`config.mk`:
```
export PLATFORM = sky130hd
export DESIGN_NAME = vga_timing_gen
export DESIGN_NICKNAME = d
export VERILOG_FILES = /design/src/rtl/vga_timing_pkg.sv /design/src/rtl/vga_axis_counter.sv /design/src/rtl/vga_timing_gen.sv
export SDC_FILE = /design/constraint.sdc
export NUM_CORES = 1
export LEC_CHECK = 0
export ABC_AREA = 1
export CAP_MARGIN = 10
export CELL_PAD_IN_SITES_DETAIL_PLACEMENT = 1
export CELL_PAD_IN_SITES_GLOBAL_PLACEMENT = 1
export CORE_ASPECT_RATIO = 0.8
export CORE_MARGIN = 5
export CORE_UTILIZATION = 40
export DETAILED_ROUTE_END_ITERATION = 8
export PLACE_DENSITY_LB_ADDON = 0.1
export SKIP_CTS_REPAIR_TIMING = 1
export SYNTH_ARGS = -nofsm -noshare
export SYNTH_HDL_FRONTEND = slang
export SYNTH_SLANG_ARGS = --single-unit
```
`constraint.sdc`:
```
create_clock -name clk -period 2.05 [get_ports clk]
set_input_delay 0.3075 -clock clk [delete_from_list [all_inputs] [get_ports clk]]
set_output_delay 0.3075 -clock clk [all_outputs]
set_load 0.005 [all_outputs]
```
`src/rtl/vga_timing_pkg.sv`:
```
// Default 640x480@60 VGA timing constants plus helpers that derive totals and
// sync-window bounds from active/porch/sync widths.
package vga_timing_pkg;

  localparam int DEF_PIX_DIV  = 4;
  localparam int DEF_H_ACTIVE = 640;
  localparam int DEF_H_FP     = 16;
  localparam int DEF_H_SYNC   = 96;
  localparam int DEF_H_BP     = 48;
  localparam int DEF_V_ACTIVE = 480;
  localparam int DEF_V_FP     = 10;
  localparam int DEF_V_SYNC   = 2;
  localparam int DEF_V_BP     = 33;
  localparam int DEF_CNT_W    = 10;

  function automatic int axis_total(input int active, input int fp, input int sync,
                                    input int bp);
    return active + fp + sync + bp;
  endfunction

  function automatic int sync_start(input int active, input int fp);
    return active + fp;
  endfunction

  function automatic int sync_end(input int active, input int fp, input int sync);
    return active + fp + sync;
  endfunction

  localparam int DEF_H_TOTAL      = axis_total(DEF_H_ACTIVE, DEF_H_FP, DEF_H_SYNC, DEF_H_BP);
  localparam int DEF_V_TOTAL      = axis_total(DEF_V_ACTIVE, DEF_V_FP, DEF_V_SYNC, DEF_V_BP);
  localparam int DEF_H_SYNC_START = sync_start(DEF_H_ACTIVE, DEF_H_FP);
  localparam int DEF_H_SYNC_END   = sync_end(DEF_H_ACTIVE, DEF_H_FP, DEF_H_SYNC);
  localparam int DEF_V_SYNC_START = sync_start(DEF_V_ACTIVE, DEF_V_FP);
  localparam int DEF_V_SYNC_END   = sync_end(DEF_V_ACTIVE, DEF_V_FP, DEF_V_SYNC);

endpackage

```
`src/rtl/vga_axis_counter.sv`:
```
// One raster axis: a wrapping counter with sync/active window decode.
// count/active/sync describe the value the counter takes after this clock.
module vga_axis_counter
  import vga_timing_pkg::*;
#(
  parameter int TOTAL      = DEF_H_TOTAL,
  parameter int ACTIVE     = DEF_H_ACTIVE,
  parameter int SYNC_START = DEF_H_SYNC_START,
  parameter int SYNC_END   = DEF_H_SYNC_END,
  parameter bit POL        = 1'b0,
  parameter int W          = DEF_CNT_W
) (
  input  logic         clk,
  input  logic         rst,
  input  logic         step,
  output logic [W-1:0] count,
  output logic         wrap,
  output logic         active,
  output logic         sync
);

  logic [W-1:0] cnt_q;
  logic [W:0]   cnt_x;

  assign wrap  = step && (cnt_q == W'(TOTAL - 1));
  assign count = !step ? cnt_q : (wrap ? '0 : cnt_q + 1'b1);

  // One extra bit so a window bound equal to 2**W does not truncate to zero.
  assign cnt_x  = {1'b0, count};
  assign active = cnt_x < (W+1)'(ACTIVE);
  assign sync   = ((cnt_x >= (W+1)'(SYNC_START)) && (cnt_x < (W+1)'(SYNC_END))) ? POL : ~POL;

  always_ff @(posedge clk or negedge rst) begin
    if (!rst) cnt_q <= '0;
    else      cnt_q <= count;
  end

endmodule

```
`src/rtl/vga_timing_gen.sv`:
```
// Parametrised VGA raster timing generator: clock-enable prescaler, horizontal and
// vertical axis counters, and a registered output stage with line/frame strobes.
module vga_timing_gen
  import vga_timing_pkg::*;
#(
  parameter int PIX_DIV  = DEF_PIX_DIV,
  parameter int H_ACTIVE = DEF_H_ACTIVE,
  parameter int H_FP     = DEF_H_FP,
  parameter int H_SYNC   = DEF_H_SYNC,
  parameter int H_BP     = DEF_H_BP,
  parameter int V_ACTIVE = DEF_V_ACTIVE,
  parameter int V_FP     = DEF_V_FP,
  parameter int V_SYNC   = DEF_V_SYNC,
  parameter int V_BP     = DEF_V_BP,
  parameter bit H_POL    = 1'b0,
  parameter bit V_POL    = 1'b0,
  parameter int CNT_W    = DEF_CNT_W
) (
  input  logic             clk,
  input  logic             rst,
  input  logic             en,
  output logic             h_sync,
  output logic             v_sync,
  output logic [CNT_W-1:0] pixel_x,
  output logic [CNT_W-1:0] pixel_y,
  output logic             video_on,
  output logic             pix_tick,
  output logic             line_start,
  output logic             frame_start
);

  localparam int H_TOTAL = axis_total(H_ACTIVE, H_FP, H_SYNC, H_BP);
  localparam int V_TOTAL = axis_total(V_ACTIVE, V_FP, V_SYNC, V_BP);
  localparam int PRE_W   = (PIX_DIV > 1) ? $clog2(PIX_DIV) : 1;
  localparam logic [PRE_W-1:0] PRE_LAST = PRE_W'(PIX_DIV - 1);

  logic [PRE_W-1:0] pre_cnt;
  logic             tick;
  logic [CNT_W-1:0] h_count, v_count;
  logic             h_wrap, v_wrap, h_active, v_active, h_sync_nxt, v_sync_nxt;

  assign tick = en && (pre_cnt == PRE_LAST);

  always_ff @(posedge clk or negedge rst) begin
    if (!rst)      pre_cnt <= '0;
    else if (tick) pre_cnt <= '0;
    else if (en)   pre_cnt <= pre_cnt + 1'b1;
  end

  vga_axis_counter #(
    .TOTAL(H_TOTAL), .ACTIVE(H_ACTIVE),
    .SYNC_START(sync_start(H_ACTIVE, H_FP)), .SYNC_END(sync_end(H_ACTIVE, H_FP, H_SYNC)),
    .POL(H_POL), .W(CNT_W)
  ) u_h_axis (
    .clk(clk), .rst(rst), .step(tick),
    .count(h_count), .wrap(h_wrap), .active(h_active), .sync(h_sync_nxt)
  );

  // h_wrap already implies tick, so the vertical axis steps once per line.
  vga_axis_counter #(
    .TOTAL(V_TOTAL), .ACTIVE(V_ACTIVE),
    .SYNC_START(sync_start(V_ACTIVE, V_FP)), .SYNC_END(sync_end(V_ACTIVE, V_FP, V_SYNC)),
    .POL(V_POL), .W(CNT_W)
  ) u_v_axis (
    .clk(clk), .rst(rst), .step(h_wrap),
    .count(v_count), .wrap(v_wrap), .active(v_active), .sync(v_sync_nxt)
  );

  // Output stage: registers the post-edge counter view, so pix_tick lines up
  // with the first clock the new pixel_x is visible.
  always_ff @(posedge clk or negedge rst) begin
    if (!rst) begin
      h_sync      <= ~H_POL;
      v_sync      <= ~V_POL;
      pixel_x     <= '0;
      pixel_y     <= '0;
      video_on    <= 1'b0;
      pix_tick    <= 1'b0;
      line_start  <= 1'b0;
      frame_start <= 1'b0;
    end else begin
      pix_tick    <= tick;
      line_start  <= h_wrap;
      frame_start <= h_wrap && v_wrap;
      if (en) begin
        h_sync   <= h_sync_nxt;
        v_sync   <= v_sync_nxt;
        pixel_x  <= h_count;
        pixel_y  <= v_count;
        video_on <= h_active && v_active;
      end
    end
  end

endmodule
```
## Word level (Yosys, flattened, before mapping)

Cells that the tools add are included.

| storage, ports and cells | value |
|---|---|
| input port bits | 3 |
| output and inout bits | 26 |
| logic and storage cells | 39 |
| bits in registers | 48 |

| cells by class | value |
|---|---|
| add/subtract/negate cells | 3 |
| eq/ne operators | 3 |
| reduce and logical (&&, ||, !) cells | 8 |
| order comparisons | 6 |
| muxes and demuxes | 8 |

Operator list:

| kind | number |
|---|---|
| 10-bit two-way mux | 4 |
| 10-bit by 1-bit adder with 10-bit output (second input constant) | 2 |
| 10-bit equality test (second input constant) | 2 |
| 10-bit < comparator (second input constant) | 2 |
| 10-bit by 9-bit < comparator with 1-bit output (second input constant) | 2 |
| 10-bit greater-or-equal comparator (second input constant) | 1 |
| 10-bit by 9-bit greater-or-equal comparator with 1-bit output (second input constant) | 1 |
| 1-bit logical AND | 7 |
| 2-bit two-way mux | 2 |
| 2-bit by 1-bit adder with 2-bit output (second input constant) | 1 |
| 2-bit equality test (second input constant) | 1 |
| 1-bit two-way mux | 2 |
| 2-bit nonzero test | 1 |

## Depth between registers and ports, before layout

Gate-level depths: netlist of run 1.

| depth | value |
|---|---|
| depth after elaboration | 9 |
| mapped depth | 13 |
| gate-level depth less buffers | 13 |

## Cells and area by module

A second synthesis of run 1 with hierarchy kept.

| second synthesis, totals | value |
|---|---|
| cell total of the unflattened synthesis | 316 |
| area total of the unflattened synthesis | 2506.2 µm² |

By module, submodules not included:

| module | area an instance (µm²) | cells each | times used | seq. area each (µm²) |
|---|---|---|---|---|
| vga_timing_gen | 1102.3 | 116 | 1 | 703.2 |
| vga_axis_counter at u_v_axis | 740.7 | 104 | 1 | 250.2 |
| vga_axis_counter at u_h_axis | 663.1 | 96 | 1 | 250.2 |

## Worst setup path after synthesis of run 1

Ideal clock, no wire load.

| timing path | value |
|---|---|
| kind | register -> register |
| start point | register pre_cnt[0] |
| end point | register video_on |
| arrival time | 1.420 ns |
| required time | 1.934 ns |
| setup slack | 0.514 ns |
| period minus slack after synthesis | 1.536 ns |
| stages on the path, launching flop included | 13 |
| library setup time | 0.116 ns |
| buffers on the path | 0 |
| cells stage by stage | dfrtp_1 ha_1 nand2_2 nor2_2 nand2_2 nor2_4 nand3_1 nand2_1 nand2_1 inv_1 nand3_2 nand2_1 nand2_1 |

| between the ends | value |
|---|---|
| word-level cells in the longest chain between the ends | 8 |
| elaborated cells on any way between the ends | 11 |
| those cells by class | order compare (2); eq/ne (1); mux (4); reduce/logical (4) |

Ends and longest elaborated chain:

| what | line | source |
|---|---|---|
| from (decl) | vga_timing_gen.sv:37 | `logic [PRE_W-1:0] pre_cnt;` |
| from (signal assigned) | vga_timing_gen.sv:47 | `else if (en) pre_cnt <= pre_cnt + 1'b1;` |
| 2-bit equality test (*) | vga_timing_gen.sv:42 | `assign tick = en && (pre_cnt == PRE_LAST);` |
| 1-bit logical AND (*) | vga_timing_gen.sv:42 |  |
| 1-bit logical AND (2 in series) | vga_axis_counter.sv:25 | `assign wrap = step && (cnt_q == W'(TOTAL - 1));` |
| 10-bit two-way mux (2 in series) | vga_axis_counter.sv:26 | `assign count = !step ? cnt_q : (wrap ? '0 : cnt_q + 1'b1);` |
| 10-bit by 9-bit < comparator with 1-bit output | vga_axis_counter.sv:30 | `assign active = cnt_x < (W+1)'(ACTIVE);` |
| 1-bit logical AND (*) | vga_timing_gen.sv:90 | `video_on <= h_active && v_active;` |
| to (signal assigned) | vga_timing_gen.sv:90 |  |
| to (decl) | vga_timing_gen.sv:26 | `output logic video_on,` |

Every way passes the cells marked *; elsewhere a longest branch is shown, timed or not.
A chain may end at the register's enable or synchronous reset.

## Worst setup path in the final report of run 1

| timing path | value |
|---|---|
| start point | register pre_cnt[0] |
| end point | register h_sync |

| between the ends | value |
|---|---|
| word-level cells in the longest chain between the ends | 8 |
| elaborated cells on any way between the ends | 9 |
| those cells by class | order compare (2); eq/ne (1); mux (3); reduce/logical (3) |

Ends and longest elaborated chain:

| what | line | source |
|---|---|---|
| 2-bit equality test (*) | vga_timing_gen.sv:42 |  |
| 1-bit logical AND (*) | vga_timing_gen.sv:42 |  |
| 1-bit logical AND | vga_axis_counter.sv:25 |  |
| 10-bit two-way mux | vga_axis_counter.sv:26 |  |
| 10-bit two-way mux (*) | vga_axis_counter.sv:26 |  |
| 10-bit greater-or-equal comparator or 10-bit < comparator (tied branches) | vga_axis_counter.sv:31 | `assign sync = ((cnt_x >= (W+1)'(SYNC_START)) && (cnt_x < (W+1)'(SYNC_END))) ? POL : ~POL;` |
| 1-bit logical AND (*) | vga_axis_counter.sv:31 |  |
| 1-bit two-way mux (*) | vga_axis_counter.sv:31 |  |
| to (signal assigned) | vga_timing_gen.sv:73 | `h_sync <= ~H_POL;` |
| to (signal assigned) | vga_timing_gen.sv:86 | `h_sync <= h_sync_nxt;` |
| to (decl) | vga_timing_gen.sv:22 | `output logic h_sync,` |

Marks and branches as above.

==> key figures, run 1 <==
Logic synthesis
  – Netlist cell types: 26
  – Synth top area cells: dfrtp_1, nand2_1, inv_1
  – Commonest register cell after synthesis: dfrtp_1
  – Synth warnings: 0
  – Post-synthesis cell area: 0.002454 sq mm
  – Cell taking the most area after synthesis: dfrtp_1
  – Post-synth EDFFs: 0
  – Register area share after synthesis: 0.4906
  – Post-synth top area share: 0.4691
  – Post-synth ARST share: 1.000
  – Post-synthesis area per instance: 7.668 sq um
  – Mapped Nets: 327
  – Synth Instances: 320
  – Yosys reg bits: 48

Drt
  – Final wirelength: 6312 um
  – DR pass1 iterations: 4
  – DR iter-0 viols: 83
  – Avg Vias per Cell: 4.748
  – Routed WL per cell: 14.22 um
  – Vias: 2108
  – # DRC: 0
  – ANT nets after route: 0

Critical path
  – R2r setup slk: 0.23 ns
  – Crit path kind: reg2reg
  – Worst-path fanout max: 4
  – CP startpoint: pre_cnt[0]
  – R2R Path Start: pre_cnt[0]
  – Worst EP required: 2.29 ns
  – Worst r2r path cells: 12
  – Setup crit end kind: flop
  – Startpoint Class: flop
  – RR Endpoint: h_sync
  – Setup crit end: h_sync
  – CP arrival: 2.07 ns

Global route
  – Number of global-route vias before repair: 2211
  – Global-route track usage on met3: 0.03559
  – GR peak layer: met2
  – Tot GR Track Use: 0.1769
  – Met2 Resource Use GR: 0.2750
  – Largest net degree at the start of global routing: 30
  – First-pass GRT wire length: 11000 um
  – Initial antenna violation count: 0
  – Grt total ovfl: 0
  – Met1 Use GR: 0.2522

Cells and area
  – # fillers: 739
  – Fin nets: 369
  – Layout cell share with drive strength beyond 1: 0.1212
  – Antenna cell count: 0
  – Post-Route Utilization: 0.5116
  – Layout area overhead: 23.92%

Floorplanning
  – Die W: 97.57 um
  – Core Rows: 25
  – Starting Density: 0.4128
  – Core box area: 0.005943 sq mm
  – Die area: 0.007810 sq mm
  – Chip Height: 80.05 um
  – IO Count: 29

STA
  – Min Clock Period, post-route: 1.822 ns
  – Least-Margin Pin Slew: 0.6058 ns
  – Fmax: 548.8 MHz
  – Final setup vio count: 0
  – Worst setup margin: 0.2279 ns
  – Period utilization: 0.8888
  – Clk_skew: 0.01193 ns
  – Setup TNS: 0 ns
  – Slew margin rel.: 0.5961
  – Slew Limit Fails: 0
  – Final count of hold timing violations: 0

Clock tree
  – CTS max path bufs: 2
  – # clock sinks: 48
  – Insertion delay to the later sink of the worst-skew pair: 0.31 ns
  – CTS root buffer: clkbuf_8
  – CTS clk-pin slew, worst paths: 0.10 ns
  – H-tree depth: 2
  – TritonCTS Buffers: 5
  – CTS tree: done

Run status
  – Run status: finished, final reports clean

Pwr
  – Peak supply drop: 0.0004464 V
  – Pleak: 1.545 nW
  – Power Dens Cells: 786.0 mW/mm^2

Placement
  – PortBufs: 28
  – Hpwl dp: 4873 um
  – Post-Place Worst Slack: -0.02751 ns
  – Routability cong.: 0.8405

Min path
  – Hold Crit Class: in2async

Run
  – Max-cap violations: 0
-- stage by stage --
step	total power [mW]	hold slack [ns]	instances	instance area, sq um
after floorplan	1.441	0.01191	320	2454
after global placement	1.682	0.3482	435	2905
after detailed placement	1.698	0.3527	435	2905
after CTS	2.422	0.009202	443	3020
after global routing	2.548	0.04175	444	3040
final	2.390	0.002468	444	3040
-- layout by cell type (no fill, tap or decap), drive strengths merged, types with 4 or more instances in the layout --
cell / instances
dfrtp: 46
nand2: 105
ha: 4
nand3: 28
nor2: 45
inv: 49
a21oi: 5
buf: 14
clkdlybuf4s50: 27
nand4: 7
clkbuf: 5
o21ai: 15
-- final cells by class --
type | count | area [sq um] | area share
multi-input combinational | 218 | 1042 | 0.3428
tap | 81 | 101.3 | 0.03333
inverter | 48 | 180.2 | 0.05926
sequential | 48 | 1204 | 0.3959
clock inverter | 3 | 46.29 | 0.01523
timing repair buffer | 41 | 397.9 | 0.1309
clock buffer | 5 | 68.82 | 0.02263
-- critical path, cell delays in order, from the launching register on --
cell and delay [ns]:
dfrtp_1 0.38, ha_1 0.23, nand3_1 0.18, nor2_4 0.23, buf_12 0.13, nand2_1 0.04
nand2_1 0.06, nand2_1 0.10, nor2_1 0.14, nand2_1 0.06, nand3_1 0.09, nor2_1 0.04
nor2_1 0.08
-- how the worst min path moves through the flow --
stage               start                 to  slack [ns]  cells past startpoint
floorplan             rst        frame_start        0.01                      0
global placement      rst  u_h_axis.cnt_q[5]        0.35                      1
detailed placement    rst         pixel_x[4]        0.35                      1
CTS                   rst  u_v_axis.cnt_q[7]       0.009                      1
global route          rst         pixel_y[6]        0.04                      1
finish                rst  u_v_axis.cnt_q[7]       0.002                      1
-- cell families after synthesis --
| group | Yosys count | share of synthesized area |
|---|---|---|
| compound gates | 25 | 0.05507 |
| xor+xnor | 3 | 0.01071 |
| fa+ha+maj | 4 | 0.02040 |
| buf+inv | 54 | 0.08465 |
| flops | 48 | 0.4906 |
| simple gates | 186 | 0.3386 |
-- synthesized netlist by cell type, types with 5 or more instances --
library cell	number
nor2_1	37
inv_1	46
nand2_2	5
nand2_1	100
nand4_1	6
dfrtp_1	46
a21oi_1	5
nand3_1	24
o21ai_0	15
-- layer usage --
layer  routed length (um)  vias up
met3                  183        8
met1                 3398     1007
met4                   63        0
li1                     -     1066
met5                    0        -
met2                 2666       27
-- flip-flops by register name, indices dropped and copies added (netlist names), 2 cells and up --
| name | cells |
|---|---|
| u_h_axis.cnt_q | 10 |
| u_v_axis.cnt_q | 10 |
| pre_cnt | 2 |
| pixel_y | 10 |
| pixel_x | 10 |
-- power breakdown --
group | switching [mW] | internal (mW)
logic | 0.270 | 0.235
clock network | 0.349 | 0.368
registers | 0.0974 | 1.07
total | 0.716 | 1.67
Power figures use the tool's default switching activity.
==> run 2, diff against run 1 <==
- GPL_TIMING_DRIVEN: unset -> 0
- SYNTH_HIERARCHICAL: unset -> 1
==> key figures, run 2 <==
Run status
  – Run status: finished, violations left (was finished, final reports clean)
  – Failing checks: setup timing

Min path
  – Worst hold path depth: 3
  – Hold Crit Class: in2reg (was in2async)
  – HP Start: en
  – Hold EP: pixel_y[6]

Logic synthesis
  – Post-synthesis cell area: 0.002506 sq mm (was 0.002454 sq mm)
  – Largest family of logic cells by synthesized area: simple AND/OR/NAND/NOR gates (unchanged)
  – Post-synth top area share: 0.4593 (was 0.4691)
  – Synth Instances: 316 (was 320)
  – Mapped Nets: 323 (was 327)
  – Register area share after synthesis: 0.4803 (was 0.4906)
  – Post-synth ARST share: 1.000 (unchanged)
  – Complex-gate fraction of the synthesized area: 0.02396 (was 0.05507)
  – Post-synthesis area per instance: 7.931 sq um (was 7.668 sq um)
  – Yosys reg bits: 48 (unchanged)
  – Synth warnings: 6 (was 0)
  – Netlist cell types: 31 (was 26)
  – Simple-gate share of the synthesized area: 0.3744 (was 0.3386)
  – Post-synth EDFFs: 0 (unchanged)
  – Commonest register cell after synthesis: dfrtp_1 (unchanged)
  – Synth top area cells: dfrtp_1, nand2_1, inv_1 (unchanged)
  – Mux share of post-synthesis cell area: 0 (unchanged)
  – Commonest cells post-synth: nand2_1, dfrtp_1, inv_1 (unchanged)
  – XOR/XNOR Fraction of Synth Area: 0.01048 (was 0.01071)
  – Synth Area in Adders: 0.01997 (was 0.02040)
  – Cell taking the most area after synthesis: dfrtp_1 (unchanged)
  – Most frequent cell after synthesis: nand2_1 (unchanged)

Cells and area
  – Fin nets: 376 (was 369)
  – Commonest cells after routing, fill and taps aside: nand2_1, dfrtp_1, inv_1, clkdlybuf4s50_1, nand3_1 (was nand2_1, inv_1, dfrtp_1, nor2_1, clkdlybuf4s50_1)
  – Commonest non-fill, non-tap cell in the layout: nand2_1 (unchanged)
  – Layout area overhead: 34.45% (was 23.92%)
  – Layout Cells excl Fill: 451 (was 444)
  – Antenna cell count: 0 (unchanged)
  – FF+latch area: 0.001204 sq mm (unchanged)
  – Multi-input gate area: 0.001235 sq mm (was 0.001042 sq mm)
  – Layout cell share with drive strength beyond 1: 0.2649 (was 0.1212)
  – # fillers: 730 (was 739)

Critical path
  – CP startpoint: pre_cnt[0] (unchanged)
  – Worst-path fanout max: 5 (was 4)
  – Setup crit end kind: flop (unchanged)
  – Crit path kind: reg2reg (unchanged)
  – Worst r2r path cells: 16 (was 12)
  – RR Endpoint: video_on (was h_sync)
  – CP arrival: 2.63 ns (was 2.07 ns)
  – Startpoint Class: flop (unchanged)
  – R2R Path Start: pre_cnt[0] (unchanged)
  – Worst EP required: 2.30 ns (was 2.29 ns)
  – R2r setup slk: -0.34 ns (was 0.23 ns)

Clock tree
  – Insertion delay to the later sink of the worst-skew pair: 0.31 ns (about the same)
  – CTS tree: done (unchanged)
  – CTS max path bufs: 2 (unchanged)
  – TritonCTS Buffers: 5 (unchanged)
  – CTS root buffer: clkbuf_8 (unchanged)
  – H-tree depth: 2 (unchanged)
  – CTS clk-pin slew, worst paths: 0.09 ns (was 0.10 ns)
  – # clock sinks: 48 (unchanged)

Global route
  – Grt total ovfl: 0 (unchanged)
  – Tot GR Track Use: 0.1712 (was 0.1769)
  – Number of global-route vias before repair: 2129 (was 2211)
  – First-pass GRT wire length: 10720 um (was 11000 um)
  – Initial antenna violation count: 0 (unchanged)
  – Largest net degree at the start of global routing: 32 (was 30)

STA
  – Worst setup margin: -0.3396 ns (was 0.2279 ns)
  – Fmax: 418.5 MHz (was 548.8 MHz)
  – Slew margin rel.: 0.6925 (was 0.5961)
  – Clk_skew: 0.009631 ns (was 0.01193 ns)
  – Period utilization: 1.166 (was 0.8888)
  – Final setup vio count: 18 (was 0)
  – Min Clock Period, post-route: 2.390 ns (was 1.822 ns)
  – Least-Margin Pin Slew: 0.4612 ns (was 0.6058 ns)
  – RSZ-0062 raised after global routing: true
  – Slew Limit Fails: 0 (unchanged)
  – Final count of hold timing violations: 0 (unchanged)

Drt
  – DR iter-0 viols: 51 (was 83)
  – ANT nets after route: 0 (unchanged)
  – Final wirelength: 6914 um (was 6312 um)
  – Avg Vias per Cell: 4.814 (was 4.748)
  – Vias: 2171 (was 2108)
  – DR pass1 iterations: 4 (unchanged)
  – # DRC: 0 (unchanged)
  – Routed WL per cell: 15.33 um (was 14.22 um)

Floorplanning
  – IO Count: 29 (unchanged)
  – Starting Density: 0.4173 (was 0.4128)
  – Core box area: 0.006006 sq mm (was 0.005943 sq mm)
  – Chip Height: 80.80 um (was 80.05 um)
  – Die W: 98.50 um (was 97.57 um)
  – Die area: 0.007958 sq mm (was 0.007810 sq mm)
  – Core Rows: 25 (unchanged)

Placement
  – Post-Place Worst Slack: -0.4802 ns (was -0.02751 ns)
  – Routability cong.: 0.7987 (was 0.8405)
  – Hpwl dp: 4762 um (was 4873 um)
  – PortBufs: 27 (was 28)
  – Inst Count DP: 425 (was 435)

Pwr
  – Power Dens Cells: 699.6 mW/mm^2 (was 786.0 mW/mm^2)
  – Peak supply drop: 0.0004342 V (was 0.0004464 V)
  – Pleak: 1.710 nW (was 1.545 nW)
  – Pwr Total: 2.357 mW (was 2.390 mW)

Run
  – Max-cap violations: 0 (unchanged)
==> run 2: changes by cell type after synthesis, sizes merged, moves of 3 or more <==
cell / change
a21oi: -3
buf: +5
clkbuf: -4
inv: -9
nand2: +36
nand3: -4
nand4: -3
nor2: -14
o21ai: -11
==> run 2: stage by stage <==
step             util  cell area [sq um]  hold slack [ns]  TNS, ns
2_1_floorplan       -               2521          0.01191        0
3_3_place_gp   0.4817               2893           0.4520   -41.37
3_5_place_dp   0.4842               2908           0.2850   -3.615
4_1_cts        0.5044               3029         -0.05220   -2.605
5_1_grt        0.5610               3369           0.2778   -5.763
6_report       0.5610               3369           0.2725   -3.106
==> run 2: power breakdown <==
group | switching [mW] | internal, mW
Combinational | 0.244 | 0.217
Clock | 0.344 | 0.400
Sequential | 0.0987 | 1.05
Total | 0.686 | 1.67
==> run 2: layout make-up <==
| cell class | count | share of cell area |
|---|---|---|
| sequential | 48 | 0.3572 |
| buffer | 7 | 0.02154 |
| timing repair buffer | 46 | 0.1385 |
| inverter | 40 | 0.05013 |
| clock inverter | 2 | 0.01151 |
| tap | 81 | 0.03008 |
| multi-input combinational | 221 | 0.3665 |
| clock buffer | 6 | 0.02451 |
==> run 2: how the worst max path moves through the flow <==
stage / to / cells past startpoint
floorplan: video_on / 18
global placement: pixel_x[4] / 1
detailed placement: v_sync / 16
CTS: v_sync / 13
global route: v_sync / 15
finish: video_on / 16
==> run 2: cell families (layout without fill, tap and decap cells) <==
family,count (synthesis),after routing
simple gates,204,204
xor+xnor,3,3
fa+ha+maj,4,4
compound gates,10,10
flops,48,48
buf+inv,47,101
==> run 2: layer usage <==
metal | track usage | vias up | share of wire
met3 | 0.03348 | 4 | 0.028
met1 | 0.2507 | 1066 | 0.50
li1 | - | 1067 | -
met5 | 0 | - | 0
met4 | 0.04502 | 0 | 0.0064
met2 | 0.2605 | 34 | 0.46
==> run 2: worst max-delay path, cell delays in order (launching register included) <==
cell and delay [ns]:
dfrtp_1 0.39, ha_2 0.20, nand2_2 0.07, inv_4 0.11, nand2_8 0.07, nor4_4 0.37
buf_4 0.20, nand2_4 0.06, nor2_4 0.17, nand2_2 0.10, xor2_2 0.15, clkinv_2 0.11
nand2_4 0.07, nor2_4 0.03, nor2_2 0.08, nand3_1 0.07, nand2_1 0.07
